## config.mk

```make
export PLATFORM = sky130hd
export DESIGN_NAME = dma_l2_range_guard
export DESIGN_NICKNAME = d
export VERILOG_FILES = /design/src/rtl/dma_l2_range_guard_pkg.sv /design/src/rtl/dma_l2_range_guard_cnt.sv /design/src/rtl/dma_l2_range_guard.sv
export SDC_FILE = /design/constraint.sdc
export NUM_CORES = 1
export LEC_CHECK = 0
export ABC_AREA = 1
export ABC_CLOCK_PERIOD_IN_PS = 9000
export CAP_MARGIN = 5
export CORE_AREA = 8 8 233 235
export CTS_CLUSTER_DIAMETER = 120
export DETAILED_ROUTE_END_ITERATION = 10
export DIE_AREA = 0 0 241 243
export SLEW_MARGIN = 15
export SYNTH_ARGS = -nofsm -noshare
export SYNTH_HDL_FRONTEND = slang
export SYNTH_SLANG_ARGS = --single-unit
```

## constraint.sdc

```tcl
create_clock -name clk_i -period 9 [get_ports clk_i]
set_input_delay 1.8 -clock clk_i [delete_from_list [all_inputs] [get_ports clk_i]]
set_output_delay 1.8 -clock clk_i [all_outputs]
set_load 0.02 [all_outputs]
```

## src/rtl/dma_l2_range_guard_pkg.sv

```systemverilog
// Shared types for the DMA->L2 range guard: AXI channel structs, FSM states, range check helper.
package dma_l2_range_guard_pkg;

  localparam int unsigned AXI_AW = 32;
  localparam int unsigned AXI_DW = 64;
  localparam int unsigned AXI_IW = 4;
  localparam int unsigned AXI_UW = 1;

  localparam logic [1:0] RESP_OKAY   = 2'b00;
  localparam logic [1:0] RESP_SLVERR = 2'b10;

  typedef enum logic [1:0] {W_IDLE, W_DRAIN, W_BRESP} w_state_e;
  typedef enum logic       {R_IDLE, R_ERR} r_state_e;

  typedef struct packed {
    logic [AXI_IW-1:0] id;
    logic [AXI_AW-1:0] addr;
    logic [7:0]        len;
    logic [2:0]        size;
    logic [1:0]        burst;
    logic [AXI_UW-1:0] user;
  } axi_ax_t;

  typedef struct packed {
    logic [AXI_DW-1:0]   data;
    logic [AXI_DW/8-1:0] strb;
    logic                last;
    logic [AXI_UW-1:0]   user;
  } axi_w_t;

  typedef struct packed {
    logic [AXI_IW-1:0] id;
    logic [1:0]        resp;
    logic [AXI_UW-1:0] user;
  } axi_b_t;

  typedef struct packed {
    logic [AXI_IW-1:0] id;
    logic [AXI_DW-1:0] data;
    logic [1:0]        resp;
    logic              last;
    logic [AXI_UW-1:0] user;
  } axi_r_t;

  typedef struct packed {
    axi_ax_t aw;
    logic    aw_valid;
    axi_w_t  w;
    logic    w_valid;
    logic    b_ready;
    axi_ax_t ar;
    logic    ar_valid;
    logic    r_ready;
  } axi_req_t;

  typedef struct packed {
    logic   aw_ready;
    logic   ar_ready;
    logic   w_ready;
    logic   b_valid;
    axi_b_t b;
    logic   r_valid;
    axi_r_t r;
  } axi_resp_t;

  // Last byte computed 9 bits wider than the address so a burst near the top cannot wrap.
  function automatic logic burst_in_range(input logic [63:0] addr, input logic [7:0] len,
                                          input logic [2:0] size, input logic [63:0] start_a,
                                          input logic [63:0] end_a);
    logic [72:0] last;
    last = {9'b0, addr} + ((73'(len) + 73'd1) << size) - 73'd1;
    return (addr >= start_a) && (last < {9'b0, end_a});
  endfunction

endpackage

```

## src/rtl/dma_l2_range_guard_cnt.sv

```systemverilog
// Up/down outstanding-transaction counter, clamped to [0, MaxCnt], with full/empty flags.
module dma_l2_range_guard_cnt #(
  parameter int unsigned MaxCnt = 8
) (
  input  logic clk_i,
  input  logic rst_ni,
  input  logic inc,
  input  logic dec,
  output logic full,
  output logic empty
);
  localparam int unsigned CntW = $clog2(MaxCnt + 1);

  logic [CntW-1:0] cnt_q;

  always_ff @(posedge clk_i or negedge rst_ni) begin
    if (!rst_ni) begin
      cnt_q <= '0;
    end else if (inc && !dec && cnt_q != CntW'(MaxCnt)) begin
      cnt_q <= cnt_q + CntW'(1);
    end else if (dec && !inc && cnt_q != '0) begin
      cnt_q <= cnt_q - CntW'(1);
    end
  end

  assign full  = (cnt_q == CntW'(MaxCnt));
  assign empty = (cnt_q == '0);
endmodule

```

## src/rtl/dma_l2_range_guard.sv

```systemverilog
// Range guard between DMA NoC and L2: forwards in-range AXI bursts, terminates others with SLVERR.
// Optional rejected-burst counter: define DMA_L2_RANGE_GUARD_ERR_CNT_EN.
module dma_l2_range_guard
  import dma_l2_range_guard_pkg::*;
#(
  parameter int unsigned AddrWidth = AXI_AW,
  parameter int unsigned DataWidth = AXI_DW,
  parameter int unsigned IdWidth   = AXI_IW,
  parameter int unsigned UserWidth = AXI_UW,
  parameter int unsigned MaxTxns   = 8,
  parameter type         req_t     = axi_req_t,
  parameter type         resp_t    = axi_resp_t
) (
  input  logic                 clk_i,
  input  logic                 rst_ni,
  input  logic [AddrWidth-1:0] l2_start_addr_i,
  input  logic [AddrWidth-1:0] l2_end_addr_i,
  input  req_t                 slv_req_i,
  output resp_t                slv_resp_o,
  output req_t                 mst_req_o,
  input  resp_t                mst_resp_i,
  output logic [15:0]          err_cnt_o
);
  localparam int unsigned PtrW = (MaxTxns > 1) ? $clog2(MaxTxns) : 1;

  w_state_e w_state_q, w_state_d;
  r_state_e r_state_q, r_state_d;

  logic aw_ok, ar_ok;
  logic wcnt_full, wcnt_empty, rcnt_full, rcnt_empty;
  logic wr_room, bad_aw_ok, bad_ar_ok;
  logic aw_fwd, aw_bad_acc, ar_fwd, ar_bad_acc;
  logic w_ready, w_hs, b_mst_hs, r_mst_last_hs, r_err_hs, r_err_last;

  logic [IdWidth-1:0] w_id_q, r_id_q;
  logic [7:0]         r_len_q, r_beat_q;

  // W-route FIFO: 1 = beats go to L2, 0 = beats are drained locally.
  logic [MaxTxns-1:0] route_q;
  logic [PtrW-1:0]    wr_ptr_q, rd_ptr_q;
  logic [PtrW:0]      fill_q;
  logic               fifo_empty, fifo_full, fifo_head, fifo_push, fifo_pop;

  assign aw_ok = burst_in_range(64'(slv_req_i.aw.addr), slv_req_i.aw.len, slv_req_i.aw.size,
                                64'(l2_start_addr_i), 64'(l2_end_addr_i));
  assign ar_ok = burst_in_range(64'(slv_req_i.ar.addr), slv_req_i.ar.len, slv_req_i.ar.size,
                                64'(l2_start_addr_i), 64'(l2_end_addr_i));

  assign fifo_empty = (fill_q == '0);
  assign fifo_full  = (fill_q == (PtrW+1)'(MaxTxns));
  assign fifo_head  = route_q[rd_ptr_q];

  assign wr_room    = !wcnt_full && !fifo_full;
  // Error B may only go out when nothing older is in flight, keeping per-ID B order.
  assign bad_aw_ok  = (w_state_q == W_IDLE) && wcnt_empty && fifo_empty;
  assign bad_ar_ok  = (r_state_q == R_IDLE) && rcnt_empty;

  assign aw_fwd     = slv_req_i.aw_valid && aw_ok && wr_room && mst_resp_i.aw_ready;
  assign aw_bad_acc = slv_req_i.aw_valid && !aw_ok && bad_aw_ok;
  assign ar_fwd     = slv_req_i.ar_valid && ar_ok && !rcnt_full && mst_resp_i.ar_ready;
  assign ar_bad_acc = slv_req_i.ar_valid && !ar_ok && bad_ar_ok;

  assign w_ready    = !fifo_empty && (fifo_head ? mst_resp_i.w_ready : (w_state_q == W_DRAIN));
  assign w_hs       = slv_req_i.w_valid && w_ready;
  assign fifo_push  = aw_fwd || aw_bad_acc;
  assign fifo_pop   = w_hs && slv_req_i.w.last;

  assign b_mst_hs      = mst_resp_i.b_valid && slv_req_i.b_ready && (w_state_q != W_BRESP);
  assign r_mst_last_hs = mst_resp_i.r_valid && slv_req_i.r_ready && (r_state_q != R_ERR)
                         && mst_resp_i.r.last;
  assign r_err_hs      = (r_state_q == R_ERR) && slv_req_i.r_ready;
  assign r_err_last    = (r_beat_q == r_len_q);

  dma_l2_range_guard_cnt #(.MaxCnt(MaxTxns)) i_wr_cnt (
    .clk_i (clk_i),
    .rst_ni(rst_ni),
    .inc   (aw_fwd),
    .dec   (b_mst_hs),
    .full  (wcnt_full),
    .empty (wcnt_empty)
  );

  dma_l2_range_guard_cnt #(.MaxCnt(MaxTxns)) i_rd_cnt (
    .clk_i (clk_i),
    .rst_ni(rst_ni),
    .inc   (ar_fwd),
    .dec   (r_mst_last_hs),
    .full  (rcnt_full),
    .empty (rcnt_empty)
  );

  always_ff @(posedge clk_i or negedge rst_ni) begin
    if (!rst_ni) begin
      route_q  <= '0;
      wr_ptr_q <= '0;
      rd_ptr_q <= '0;
      fill_q   <= '0;
    end else begin
      if (fifo_push) begin
        route_q[wr_ptr_q] <= aw_ok;
        wr_ptr_q <= (wr_ptr_q == PtrW'(MaxTxns - 1)) ? '0 : wr_ptr_q + PtrW'(1);
      end
      if (fifo_pop) begin
        rd_ptr_q <= (rd_ptr_q == PtrW'(MaxTxns - 1)) ? '0 : rd_ptr_q + PtrW'(1);
      end
      if (fifo_push && !fifo_pop)      fill_q <= fill_q + (PtrW+1)'(1);
      else if (fifo_pop && !fifo_push) fill_q <= fill_q - (PtrW+1)'(1);
    end
  end

  always_ff @(posedge clk_i or negedge rst_ni) begin
    if (!rst_ni) begin
      w_state_q <= W_IDLE;
      r_state_q <= R_IDLE;
    end else begin
      w_state_q <= w_state_d;
      r_state_q <= r_state_d;
    end
  end

  always_comb begin
    w_state_d = w_state_q;
    unique case (w_state_q)
      W_IDLE:  if (aw_bad_acc) w_state_d = W_DRAIN;
      W_DRAIN: if (fifo_pop) w_state_d = W_BRESP;
      W_BRESP: if (slv_req_i.b_ready) w_state_d = W_IDLE;
      default: w_state_d = W_IDLE;
    endcase
  end

  always_comb begin
    r_state_d = r_state_q;
    unique case (r_state_q)
      R_IDLE:  if (ar_bad_acc) r_state_d = R_ERR;
      R_ERR:   if (r_err_hs && r_err_last) r_state_d = R_IDLE;
      default: r_state_d = R_IDLE;
    endcase
  end

  always_ff @(posedge clk_i or negedge rst_ni) begin
    if (!rst_ni) begin
      w_id_q   <= '0;
      r_id_q   <= '0;
      r_len_q  <= '0;
      r_beat_q <= '0;
    end else begin
      if (aw_bad_acc) w_id_q <= slv_req_i.aw.id;
      if (ar_bad_acc) begin
        r_id_q   <= slv_req_i.ar.id;
        r_len_q  <= slv_req_i.ar.len;
        r_beat_q <= '0;
      end else if (r_err_hs) begin
        r_beat_q <= r_beat_q + 8'd1;
      end
    end
  end

  always_comb begin
    mst_req_o  = slv_req_i;
    slv_resp_o = mst_resp_i;

    mst_req_o.aw_valid  = slv_req_i.aw_valid && aw_ok && wr_room;
    slv_resp_o.aw_ready = rst_ni && (aw_ok ? (mst_resp_i.aw_ready && wr_room) : bad_aw_ok);

    mst_req_o.w_valid  = slv_req_i.w_valid && !fifo_empty && fifo_head;
    slv_resp_o.w_ready = rst_ni && w_ready;

    mst_req_o.ar_valid  = slv_req_i.ar_valid && ar_ok && !rcnt_full;
    slv_resp_o.ar_ready = rst_ni && (ar_ok ? (mst_resp_i.ar_ready && !rcnt_full) : bad_ar_ok);

    if (w_state_q == W_BRESP) begin
      mst_req_o.b_ready  = 1'b0;
      slv_resp_o.b_valid = 1'b1;
      slv_resp_o.b.id    = w_id_q;
      slv_resp_o.b.resp  = RESP_SLVERR;
      slv_resp_o.b.user  = {UserWidth{1'b0}};
    end

    if (r_state_q == R_ERR) begin
      mst_req_o.r_ready  = 1'b0;
      slv_resp_o.r_valid = 1'b1;
      slv_resp_o.r.id    = r_id_q;
      slv_resp_o.r.data  = {DataWidth{1'b0}};
      slv_resp_o.r.resp  = RESP_SLVERR;
      slv_resp_o.r.last  = r_err_last;
      slv_resp_o.r.user  = {UserWidth{1'b0}};
    end
  end

`ifdef DMA_L2_RANGE_GUARD_ERR_CNT_EN
  logic [15:0] err_cnt_q;
  logic [16:0] err_sum;

  assign err_sum = {1'b0, err_cnt_q} + 17'(aw_bad_acc) + 17'(ar_bad_acc);

  always_ff @(posedge clk_i or negedge rst_ni) begin
    if (!rst_ni) err_cnt_q <= '0;
    else         err_cnt_q <= err_sum[16] ? 16'hFFFF : err_sum[15:0];
  end

  assign err_cnt_o = err_cnt_q;
`else
  assign err_cnt_o = 16'h0;
`endif

endmodule

```

## Yosys cells after proc, flatten, opt, wreduce, memory -nomap -nowiden

Index checks and enable logic that the tools add are counted.

| operators by class | value |
|---|---|
| $add $sub $neg | 15 |
| multipliers | 0 |
| div/mod/pow operators | 0 |
| $lt $le $gt $ge | 7 |
| equality and inequality tests | 14 |
| shift operators | 2 |
| mux-type cells | 29 |
| bitwise operators | 1 |
| reduce and logical (&&, ||, !) cells | 68 |

Operators by type and width:

| cell | number |
|---|---|
| $add 32x73->73 | 2 |
| $lt 73x32->1 | 2 |
| $shl 9x3->73 | 2 |
| $sub 73x1->73 const B | 2 |
| $mux 73 | 1 |
| $ge 32x32->1 | 2 |
| $logic_and 1x1->1 | 44 |
| $mux 4 | 6 |
| $mux 8 | 3 |
| $add 8x1->9 const B | 2 |
| $add 4x1->4 const B | 3 |
| $eq 4x4->1 const B | 3 |
| $logic_not 1->1 | 12 |
| $logic_not 4->1 | 3 |
| $sub 4x1->4 const B | 3 |
| $mux 1 | 9 |
| $add 8x1->8 const B | 1 |
| $bwmux 8 | 1 |
| $eq 8x8->1 | 1 |
| $lt 3x4->1 const B | 2 |
| $ne 2x2->1 const B | 4 |
| $ne 4x4->1 const B | 2 |
| $reduce_bool 2->1 | 4 |
| $reduce_bool 4->1 | 2 |
| other kinds (15) | 20 |

| word-level totals | value |
|---|---|
| bits in registers | 53 |
| latch bits | 0 |
| RAM bits | 0 |
| ROM bits | 0 |
| bits of input ports | 329 |
| output and inout bits | 279 |
| word-level logic and storage cells | 148 |
| memories kept | 0 |

## Longest topological paths before layout

| depth | value |
|---|---|
| depth after elaboration | 14 |
| depth in mapped cells | 43 |
| mapped depth without buffers | 42 |

## By module

From an unflattened synthesis, not the netlist that was laid out.

| unflattened totals | value |
|---|---|
| cells, all modules | 2213 |
| area total of the unflattened synthesis | 13764.5 um2 |

By module, submodules not included:

| module | instances | cells an instance | area each (um2) | seq. area each (um2) |
|---|---|---|---|---|
| dma_l2_range_guard | 1 | 2129 | 13123.8 | 1126.1 |
| dma_l2_range_guard_cnt | 2 | 42 | 320.3 | 100.1 |

## Least setup slack after synthesis

OpenSTA, ideal clock, no wires.

| timing path | value |
|---|---|
| path kind | input-to-output |
| from | in slv_req_i[10] (netlist name) |
| to | out mst_req_o[1] (netlist name) |
| arrival time | 6.181 ns |
| data required time | 7.200 ns |
| path slack | 1.019 ns |
| stages on the path | 30 |
| buffers on the path | 0 |
| cell sequence | inv_1 > nor3_1 > nand3_1 > nor3_1 > xor2_1 > o21ai_0 > mux2i_1 > nand2_1 > o21ai_0 > ha_1 > inv_1 > ha_1 > a21o_1 > a21oi_1 > inv_1 > a211oi_1 > nand2_1 > a21oi_1 > o21ai_0 > xor2_1 > ha_1 > nand2_1 > inv_1 > o21bai_1 > a21oi_1 > nor3_1 > nand3_1 > nor2_2 > nand2_1 > nor3_1 |

RTL lines:

| item | RTL line | RTL |
|---|---|---|
| from (decl) | dma_l2_range_guard.sv:18 | `input req_t slv_req_i,` |
| to (decl) | dma_l2_range_guard.sv:20 | `output req_t mst_req_o,` |

==> flow_summary.json <==
{
  "synthDominantCellAreaShare": 0.2173,
  "outcome": "complete, no violations",
  "cts.sinks": 53,
  "nNetsFinal": 3205,
  "synth_area_leaders": "ha_1, nand2_1, inv_1",
  "synth_ff_type": "dfrtp_1",
  "p_leak_nw": 10.11,
  "setup_tns_ns": 0,
  "hpwlAfterDp_um": 45760,
  "ios": 608,
  "first_global_vias": 14003,
  "antenna_found_initial": 0,
  "place_congestion": 0.9194,
  "cts_buffers": 5,
  "yosysUniqueCellTypes": 52,
  "syn_area_um2": 13700,
  "critPathMaxFanout": 4,
  "h-tree-depth": 2,
  "crit_arrival_ns": 6.78,
  "fp.coreArea_um2": 50680,
  "cts_tree": "done",
  "slowest_delay_ns": 0.47,
  "finalWirelength_um": 51160,
  "cp_common_cell": "nand2_1",
  "grt_max_degree": 77,
  "wl_per_cell_um": 15.44,
  "peakVddDrop_mv": 0.07916,
  "postRouteAntennaNets": 0,
  "drive_gt1_frac": 0.1067,
  "dpl-instance-area_um2": 18650,
  "routed_via_density": 4.304,
  "synth_seq_cells": 53,
  "finalCriticalPeriod_ns": 8.585,
  "async_reset_ff_frac": 1.000,
  "die_height_um": 243,
  "slew_viol_final": 0,
  "start_util": 0.2704,
  "cts_root_buf": "clkbuf_16",
  "cp.required_ns": 7.20,
  "cts_buffer_depth": 2,
  "slew_headroom": 0.4925,
  "powerDensity_nw_per_um2": 137.5,
  "worst_path_max_delay_cell": "clkdlybuf4s50_1",
  "ys_seq_area_frac": 0.09678,
  "grt_pass1_wl_um": 78600,
  "overflow": 0,
  "drt-initial-drc-count": 756,
  "hold_viol_final": 0,
  "rows": 83,
  "via_count": 14264,
  "path_clk_slew_ns": 0.07,
  "dieArea_um2": 58560,
  "start_kind": "primary input",
  "die_w_um": 241,
  "final_cell_area_um2": 19070,
  "max_cap_violations": 0,
  "p_total_w": 0.002621,
  "finalWorstSetupSlack_ns": 0.4153,
  "drtPass1Iterations": 5,
  "fmax_mhz": 116.5,
  "io_buffers": 433,
  "worstHoldPathType": "flip-flop to flip-flop",
  "rsz0062_at_grt": "false",
  "synth.avg_cell_area_um2": 6.168,
  "num_antenna_cells": 0,
  "fin_skew_ns": 0.006419,
  "critPathKind": "primary input to output port",
  "worst_pin_slew_ns": 0.7584,
  "pre_cts_ws_ns": -0.5726,
  "clk_latency_ns": 0.30,
  "postSynthCellCount": 2222,
  "yosysWarnings": 0,
  "synth_edf_count": 0,
  "final-setup-viol-count": 0,
  "drc": 0,
  "fin_crit_sh": 0.9539,
  "cp-end-kind": "output port",
  "whs_ns": 0.4888,
  "area_growth_pct": 39.16,
  "synth_area_leader_cell": "ha_1",
  "grt_usage": 0.1691
}
==> logic make-up after synthesis <==
logic type	share of synthesized area
AND/OR/NAND/NOR	0.2668
buffers and inverters	0.2335
AO/OA/AOI/OAI	0.1133
adder cells (fa/ha/maj)	0.2246
XOR/XNOR	0.05560
flip-flops	0.09678
multiplexers	0.009130
other	0.0002736
==> cells in the mapped netlist, types with 4 or more instances <==
| master | count |
|---|---|
| fa_1 | 5 |
| nor4_1 | 4 |
| xnor2_1 | 25 |
| o21bai_1 | 9 |
| mux2i_1 | 8 |
| a31oi_1 | 17 |
| clkbuf_1 | 16 |
| nand3_1 | 64 |
| inv_1 | 445 |
| nor2_1 | 241 |
| dfrtp_1 | 53 |
| o21ai_0 | 86 |
| ha_1 | 238 |
| a21oi_1 | 120 |
| mux2_2 | 4 |
| nor2_2 | 9 |
| nand2_2 | 12 |
| xor2_1 | 62 |
| buf_4 | 190 |
| o21ai_1 | 12 |
| a21o_1 | 7 |
| nand4_1 | 20 |
| or2_2 | 10 |
| nand2_1 | 489 |
| o31ai_1 | 5 |
| nor3_1 | 29 |
| o21a_1 | 4 |
==> worst max-delay path, delay by kind of cell <==
family	cells	cell delay (ns)
AOI/OAI and AO/OA	8	1.19
xor gates and xnor gates	2	0.32
adders and majority gates	3	0.90
buffers and inverters	6	0.94
muxes	1	0.15
and+or+nand+nor	15	1.45
==> per-stage QoR <==
stage	std cells	util
floorplan	2237	-
global placement	3304	0.3680
detailed placement	3304	0.3680
CTS	3312	0.3713
global route	3314	0.3763
finish	3314	0.3763
==> final cells by class <==
cell class,count,area (um2)
fillers,5557,31610
multi-input cells,1527,9482
repair buffers,599,5582
inverters,447,1678
flip-flops and latches,53,1328
well taps,680,850.8
clock buffers,5,125.1
clock inverters,3,26.28
==> power breakdown <==
part	leakage [nW]	switching, W	internal (W)
combinational	9.36	0.00109	0.000910
clock	0.0744	0.0000965	0.000105
sequential	0.670	0.0000879	0.000331
==> flip-flops by register name, summed over array words and instances (netlist names) <==
name	count
r_beat_q	8
r_len_q	8
route_q	8
fill_q	4
i_rd_cnt.cnt_q	4
i_wr_cnt.cnt_q	4
r_id_q	4
w_id_q	4
rd_ptr_q	3
wr_ptr_q	3
w_state_q	2
r_state_q	1
==> per-layer routing <==
layer | vias to the layer above | global-route usage | routed length (um)
met5 | - | 0.004325 | 32
met4 | 2 | 0.03388 | 969
met3 | 76 | 0.03150 | 3134
met2 | 368 | 0.2748 | 22840
met1 | 6195 | 0.2299 | 24190
li1 | 7623 | - | -
==> repair_timing <==
action,CTS,global route
pin swaps,1,22
gates resized for setup,21,75
buffers inserted,0,2
endpoints found under the setup margin,4,4
hold buffers,0,0
==> path summary, 6_finish.rpt <==
kind                                         start                     to  slack [ns]  depth (start not counted)
hold / removal               r_id_q[1]$_DFFE_PN0P_  r_id_q[1]$_DFFE_PN0P_        0.49                          2
hold reg to reg              r_id_q[1]$_DFFE_PN0P_  r_id_q[1]$_DFFE_PN0P_        0.49                          2
setup reg to reg           rd_ptr_q[0]$_DFFE_PN0P_  fill_q[3]$_DFFE_PN0P_        5.60                         19
setup / recovery                    slv_req_i[137]         slv_resp_o[83]        0.42                         35
max in group asynchronous                   rst_ni    r_state_q$_DFF_PN0_        6.86                          2
min in group asynchronous                   rst_ni  w_id_q[2]$_DFFE_PN0P_        1.62                          2
==> cell usage in the layout (no fill, tap or decap), types with 14 or more instances in the layout <==
cell type	instances
nor2_1	236
buf_4	167
a31oi_1	14
nand4_1	20
inv_1	442
xnor2_1	25
clkdlybuf4s50_1	421
a21oi_1	108
o21ai_1	25
nor3_1	23
ha_1	232
nand2_1	482
nand3_1	62
xor2_1	62
conb_1	16
dfrtp_1	52
o21ai_0	72
nand2_2	19
No activity file was read; power rests on OpenSTA's default activity.
